## src/rtl/ceespu_pkg.sv

```systemverilog
// Shared widths and the write-port request type for the writeback arbiter slice.
package ceespu_pkg;
  localparam int REG_W = 5;
  localparam int XLEN  = 32;
  localparam int NREGS = 32;

  typedef struct packed {
    logic             we;
    logic [REG_W-1:0] sel;
    logic [XLEN-1:0]  data;
  } wb_req_t;
endpackage

```

## src/rtl/ceespu_scoreboard.sv

```systemverilog
// Pending-write bitmap for outstanding long-latency destinations, with three
// combinational query ports for the hazard unit.
module ceespu_scoreboard
  import ceespu_pkg::*;
(
  input  logic             I_clk,
  input  logic             I_rst,
  input  logic             I_setEn,
  input  logic [REG_W-1:0] I_setSel,
  input  logic             I_clrEn,
  input  logic [REG_W-1:0] I_clrSel,
  input  logic [REG_W-1:0] I_selA,
  input  logic [REG_W-1:0] I_selB,
  input  logic [REG_W-1:0] I_selD,
  output logic             O_pendA,
  output logic             O_pendB,
  output logic             O_pendD
);

  logic [NREGS-1:0] pend;
  logic [NREGS-1:0] pendNext;

  // Set takes priority so an issue in the drain cycle of the same index survives.
  generate
    for (genvar gi = 0; gi < NREGS; gi++) begin : g_bit
      assign pendNext[gi] = (I_setEn && I_setSel == REG_W'(gi)) ? 1'b1 :
                            (I_clrEn && I_clrSel == REG_W'(gi)) ? 1'b0 :
                            pend[gi];
    end
  endgenerate

  always_ff @(posedge I_clk or negedge I_rst) begin
    if (!I_rst) pend <= '0;
    else        pend <= pendNext;
  end

  assign O_pendA = pend[I_selA];
  assign O_pendB = pend[I_selB];
  assign O_pendD = pend[I_selD];

endmodule

```

## src/rtl/ceespu_wb_arbiter.sv

```systemverilog
// Register-file write-port arbiter: pipeline writeback vs. a one-entry skid buffer
// holding a long-latency result, with starvation stall and pending-write scoreboard.
module ceespu_wb_arbiter
  import ceespu_pkg::*;
#(
  parameter int STARVE_LIMIT = 4,
  parameter int CNT_W        = 4
) (
  input  logic             I_clk,
  input  logic             I_rst,
  input  logic             I_p_we,
  input  logic [REG_W-1:0] I_p_sel,
  input  logic [XLEN-1:0]  I_p_data,
  input  logic             I_l_valid,
  input  logic [REG_W-1:0] I_l_sel,
  input  logic [XLEN-1:0]  I_l_data,
  output logic             O_l_ready,
  input  logic             I_iss_we,
  input  logic [REG_W-1:0] I_iss_sel,
  input  logic [REG_W-1:0] I_selA,
  input  logic [REG_W-1:0] I_selB,
  input  logic [REG_W-1:0] I_selD,
  output logic             O_pendA,
  output logic             O_pendB,
  output logic             O_pendD,
  output logic             O_stall,
  output logic             O_we,
  output logic [REG_W-1:0] O_selD,
  output logic [XLEN-1:0]  O_dataD
);

  localparam logic [CNT_W-1:0] LIMIT = CNT_W'(STARVE_LIMIT);

  logic             bufValid;
  logic [REG_W-1:0] bufSel;
  logic [XLEN-1:0]  bufData;
  logic [CNT_W-1:0] starveCnt;

  logic    starve;
  logic    drain;
  logic    lReady;
  logic    accept;
  wb_req_t wbReq;
  logic    pendA;
  logic    pendB;
  logic    pendD;

  assign starve = bufValid && (starveCnt == LIMIT);
  assign drain  = bufValid && (!I_p_we || starve);
  assign lReady = !bufValid || drain;
  assign accept = I_l_valid && lReady;

  always_comb begin
    wbReq = '{we: 1'b0, sel: I_p_sel, data: I_p_data};
    if (I_p_we && !starve) wbReq.we = 1'b1;
    else if (drain)        wbReq = '{we: 1'b1, sel: bufSel, data: bufData};
  end

  always_ff @(posedge I_clk or negedge I_rst) begin
    if (!I_rst) begin
      bufValid  <= 1'b0;
      starveCnt <= '0;
    end else begin
      bufValid <= accept || (bufValid && !drain);
      if (!bufValid || drain)  starveCnt <= '0;
      else if (starveCnt != LIMIT) starveCnt <= starveCnt + 1'b1;
    end
  end

  // Payload needs no reset: it is only observed while bufValid is set.
  always_ff @(posedge I_clk) begin
    if (accept) begin
      bufSel  <= I_l_sel;
      bufData <= I_l_data;
    end
  end

  ceespu_scoreboard u_scoreboard (
    .I_clk    (I_clk),
    .I_rst    (I_rst),
    .I_setEn  (I_iss_we),
    .I_setSel (I_iss_sel),
    .I_clrEn  (drain),
    .I_clrSel (bufSel),
    .I_selA   (I_selA),
    .I_selB   (I_selB),
    .I_selD   (I_selD),
    .O_pendA  (pendA),
    .O_pendB  (pendB),
    .O_pendD  (pendD)
  );

  // Control outputs are held inactive for as long as reset is asserted.
  assign O_we      = I_rst && wbReq.we;
  assign O_selD    = wbReq.sel;
  assign O_dataD   = wbReq.data;
  assign O_stall   = I_rst && starve && I_p_we;
  assign O_l_ready = I_rst && lReady;
  assign O_pendA   = I_rst && pendA;
  assign O_pendB   = I_rst && pendB;
  assign O_pendD   = I_rst && pendD;

endmodule

```

## config.mk

```make
export PLATFORM = sky130hd
export DESIGN_NAME = ceespu_wb_arbiter
export DESIGN_NICKNAME = d
export VERILOG_FILES = /design/src/rtl/ceespu_pkg.sv /design/src/rtl/ceespu_scoreboard.sv /design/src/rtl/ceespu_wb_arbiter.sv
export SDC_FILE = /design/constraint.sdc
export NUM_CORES = 1
export LEC_CHECK = 0
export BUFFER_PORTS_ARGS = -buffer_cell sky130_fd_sc_hd__buf_4
export CELL_PAD_IN_SITES_DETAIL_PLACEMENT = 0
export CELL_PAD_IN_SITES_GLOBAL_PLACEMENT = 1
export CORE_AREA = 10 10 96 132
export DETAILED_ROUTE_END_ITERATION = 10
export DIE_AREA = 0 0 106 142
export GPL_ROUTABILITY_DRIVEN = 0
export PLACE_DENSITY = 0.84
export SYNTH_ARGS = -nofsm -noshare
export SYNTH_HDL_FRONTEND = slang
export SYNTH_HIERARCHICAL = 1
export SYNTH_SLANG_ARGS = --single-unit
export TNS_END_PERCENT = 20
```

## constraint.sdc

```tcl
create_clock -name I_clk -period 4.9 [get_ports I_clk]
set_input_delay 0.245 -clock I_clk [delete_from_list [all_inputs] [get_ports I_clk]]
set_output_delay 0.245 -clock I_clk [all_outputs]
set_load 0.01 [all_outputs]
```

==> flow_metrics.py <==
metrics = {
    "run_status": {
        "status": "finished, final reports clean",
    },
    "floorplanning": {
        "die_h_um": 142,
        "die-area_sq_um": 15050,
        "initial_core_util": 0.4118,
        "rows": 44,
        "fp.dieW_um": 106,
        "core_area_sq_um": 10240,
        "ioPinCount": 142,
    },
    "synthesis": {
        "syn_area_sq_um": 4217,
        "yosys_warnings": 6,
        "yosysMostFrequentCell": "o21ai_0",
        "synth_seq_cells": 74,
        "synth.yosys.seq_area_share": 0.4831,
        "syn-num-nets": 461,
        "synth_common_cells": "o21ai_0 (64), mux2i_1 (48), dfrtp_1 (37), edfxtp_1 (37), nand2_1 (26)",
        "synth-async-reset-ratio": 0.5000,
        "synth.avg_cell_area_sq_um": 11.71,
        "synthFlopType": "edfxtp_1",
        "synth.distinct_cells": 31,
        "netlist.area_leader.share": 0.2635,
        "synth_cells": 360,
        "netlist_top_cells_area": "edfxtp_1 (26%), dfrtp_1 (22%), mux2i_1 (11%)",
        "synth.largest_area_cell": "edfxtp_1",
        "synth_edf_count": 37,
    },
    "critical_path": {
        "cp-end-kind": "primary output",
        "rrSetupSlack_ns": 2.89,
        "crit_path_frequent_cell": "buf_4",
        "cp_max_fo": 32,
        "worstSetupStartpointType": "flop",
        "path_cells": "inv_1 > ha_1 > nand3b_4 > a21boi_4 > buf_4 > mux2_2 > buf_4",
        "slowest_delay_ns": 0.50,
        "cp.required_ns": 4.66,
        "worstSetupPathType": "flop to primary output",
        "arrival_ns": 2.48,
        "slowest_stage": "buf_4",
    },
    "timing": {
        "fmax_mhz": 367.5,
        "setup_tns_ns": 0,
        "hold_viol": 0,
        "fin_crit_sh": 0.5553,
        "slew_viol_final": 0,
        "relSlewSlack": 0.6444,
        "clock_skew_ns": 0.006619,
        "tightest_slew_ns": 0.5334,
        "rsz0062_at_grt": "false",
        "min_period_ns": 2.721,
        "setup_viol": 0,
        "setup_ws_ns": 2.179,
    },
    "final_layout": {
        "fillCellCount": 904,
        "regArea_sq_um": 2037,
        "drive_gt1_frac": 0.3917,
        "layout-area-overhead-vs-synth_pct": 33.20,
        "multi_input_area_sq_um": 2016,
        "stdcell_area_sq_um": 5617,
        "insertedDiodeCount": 0,
        "nets": 604,
    },
    "route": {
        "ant_nets": 0,
        "post_drt_via_cell_ratio": 5.337,
        "drt_iter0_markers": 154,
        "drt_pass1_iterations": 6,
        "drc": 0,
        "wl_mm": 12.78,
        "vias": 3448,
        "wl_per_cell_um": 19.79,
    },
    "global_routing": {
        "grt_max_degree": 44,
        "overflow": 0,
        "grt_pass1_vias": 3721,
        "grt_util_all_layers": 0.1669,
        "antenna_found_initial": 0,
        "grt_pass1_wl_mm": 19.67,
    },
    "clock_tree": {
        "htree_levels": 3,
        "clk_pin_slew_ns": 0.06,
        "cts_tree": "done",
        "clock_latency_ns": 0.33,
        "cts_buffers": 9,
        "clock-root-buffer": "clkbuf_16",
        "clock_sinks": 74,
        "clk_path_buf_depth": 2,
    },
    "place": {
        "dpl_cell_area_sq_um": 5310,
        "hpwl_mm": 10.56,
        "port_buffers": 141,
        "pre_cts_ws_ns": 2.507,
    },
    "power_and_ir_drop": {
        "internal_power_mw": 1.371,
        "p_sw_frac": 0.2784,
        "power_per_cell_area_nw_per_um2": 338.2,
        "peakVddDrop_v": 0.0002408,
        "p_sw_mw": 0.5289,
        "comb_power_share": 0.221,
        "p_leak_nw": 2.481,
        "clkPwrFrac": 0.342,
        "seqPwrFrac": 0.437,
    },
    "min_path": {
        "worst_hold_path_type": "input port to flop",
    },
    "flow_run": {
        "cap_violations": 0,
    },
}
[worst max-delay path: cells and delay by family, from the launching register on]
kind                       cells  cell delay, ns
buffers and inverters          3            0.71
DFF                            1            0.41
muxes                          1            0.39
AOI/OAI and AO/OA              1            0.32
adders and majority gates      1            0.19
and+or+nand+nor                1            0.11
[logic make-up (layout without fill, tap and decap cells)]
logic type,after synthesis,count (layout),share of synthesized area
AO/OA/AOI/OAI,93,93,0.1249
XOR/XNOR,2,2,0.004155
adder cells (fa/ha/maj),2,2,0.005934
buffers and inverters,15,163,0.04065
flip-flops,74,74,0.4831
multiplexers,85,85,0.2297
AND/OR/NAND/NOR,89,89,0.1116
[cell usage in the layout (no fill, tap or decap), types with 3 or more instances in the layout]
| cell type | instances |
|---|---|
| nor2_1 | 10 |
| mux2i_1 | 48 |
| a311o_1 | 3 |
| and2b_1 | 3 |
| edfxtp_1 | 37 |
| dfrtp_1 | 37 |
| and2_1 | 8 |
| nand2b_1 | 8 |
| mux2_4 | 19 |
| buf_4 | 143 |
| nand4b_1 | 3 |
| nand3_1 | 17 |
| clkinv_2 | 3 |
| a211oi_1 | 3 |
| a21oi_1 | 9 |
| inv_1 | 3 |
| a22oi_1 | 12 |
| nand2_1 | 26 |
| clkbuf_16 | 9 |
| nor2b_1 | 9 |
| o21ai_0 | 64 |
| mux2_2 | 18 |
[through the flow]
stage | util | cells | total power, mW | hold WS (ns)
2_1_floorplan | - | 360 | 1.065 | -0.05059
3_3_place_gp | 0.5186 | 629 | 1.247 | 0.2513
3_5_place_dp | 0.5186 | 629 | 1.262 | 0.2603
4_1_cts | 0.5485 | 646 | 1.913 | 0.07390
5_1_grt | 0.5485 | 646 | 1.989 | 0.07438
6_report | 0.5485 | 646 | 1.900 | 0.08299
[worst paths after layout]
kind,from,to,cells after the start
worst max-delay path,starveCnt[0],O_dataD[26],7
worst min-delay path,I_l_data[19],bufData[19],1
worst max register to register,starveCnt[0],u_scoreboard/pend[7],8
worst min register to register,starveCnt[0],starveCnt[0],1
max in group asynchronous,I_rst,u_scoreboard/pend[28],2
min in group asynchronous,I_rst,bufValid,2
[layout make-up]
class	count	area share
Multi-Input combinational cell	271	0.3589
Clock buffer	11	0.04322
Timing Repair Buffer	144	0.1929
Clock inverter	5	0.009579
Tap cell	138	0.03074
Sequential cell	74	0.3627
Inverter	3	0.002005
[power by group through the flow]
stage | Combinational (mW) | Clock (mW) | Sequential [mW]
after floorplan | 0.259 | 0 | 0.806
after detailed placement | 0.423 | 0 | 0.839
after global routing | 0.464 | 0.683 | 0.842
after global placement | 0.413 | 0 | 0.834
final | 0.420 | 0.649 | 0.831
after CTS | 0.425 | 0.660 | 0.828
[registers in the layout (all words and copies together) (netlist names)]
| signal | cells |
|---|---|
| bufData | 32 |
| u_scoreboard/pend | 32 |
| bufSel | 5 |
| starveCnt | 4 |
| bufValid | 1 |
[what timing repair did]
action | in CTS | in global routing
endpoints found under the hold margin | 37 | 0
hold buffers | 1 | 0
buffers inserted | 0 | 0
gates resized for setup | 0 | 0
[layer usage]
metal	part of all wire	global-route usage	routed length, um
met4	0.032	0.07005	414
met5	0	0	0
met3	0.12	0.09157	1575
met2	0.48	0.2738	6089
met1	0.37	0.1733	4701
No activity file was read; power rests on OpenSTA's default activity.
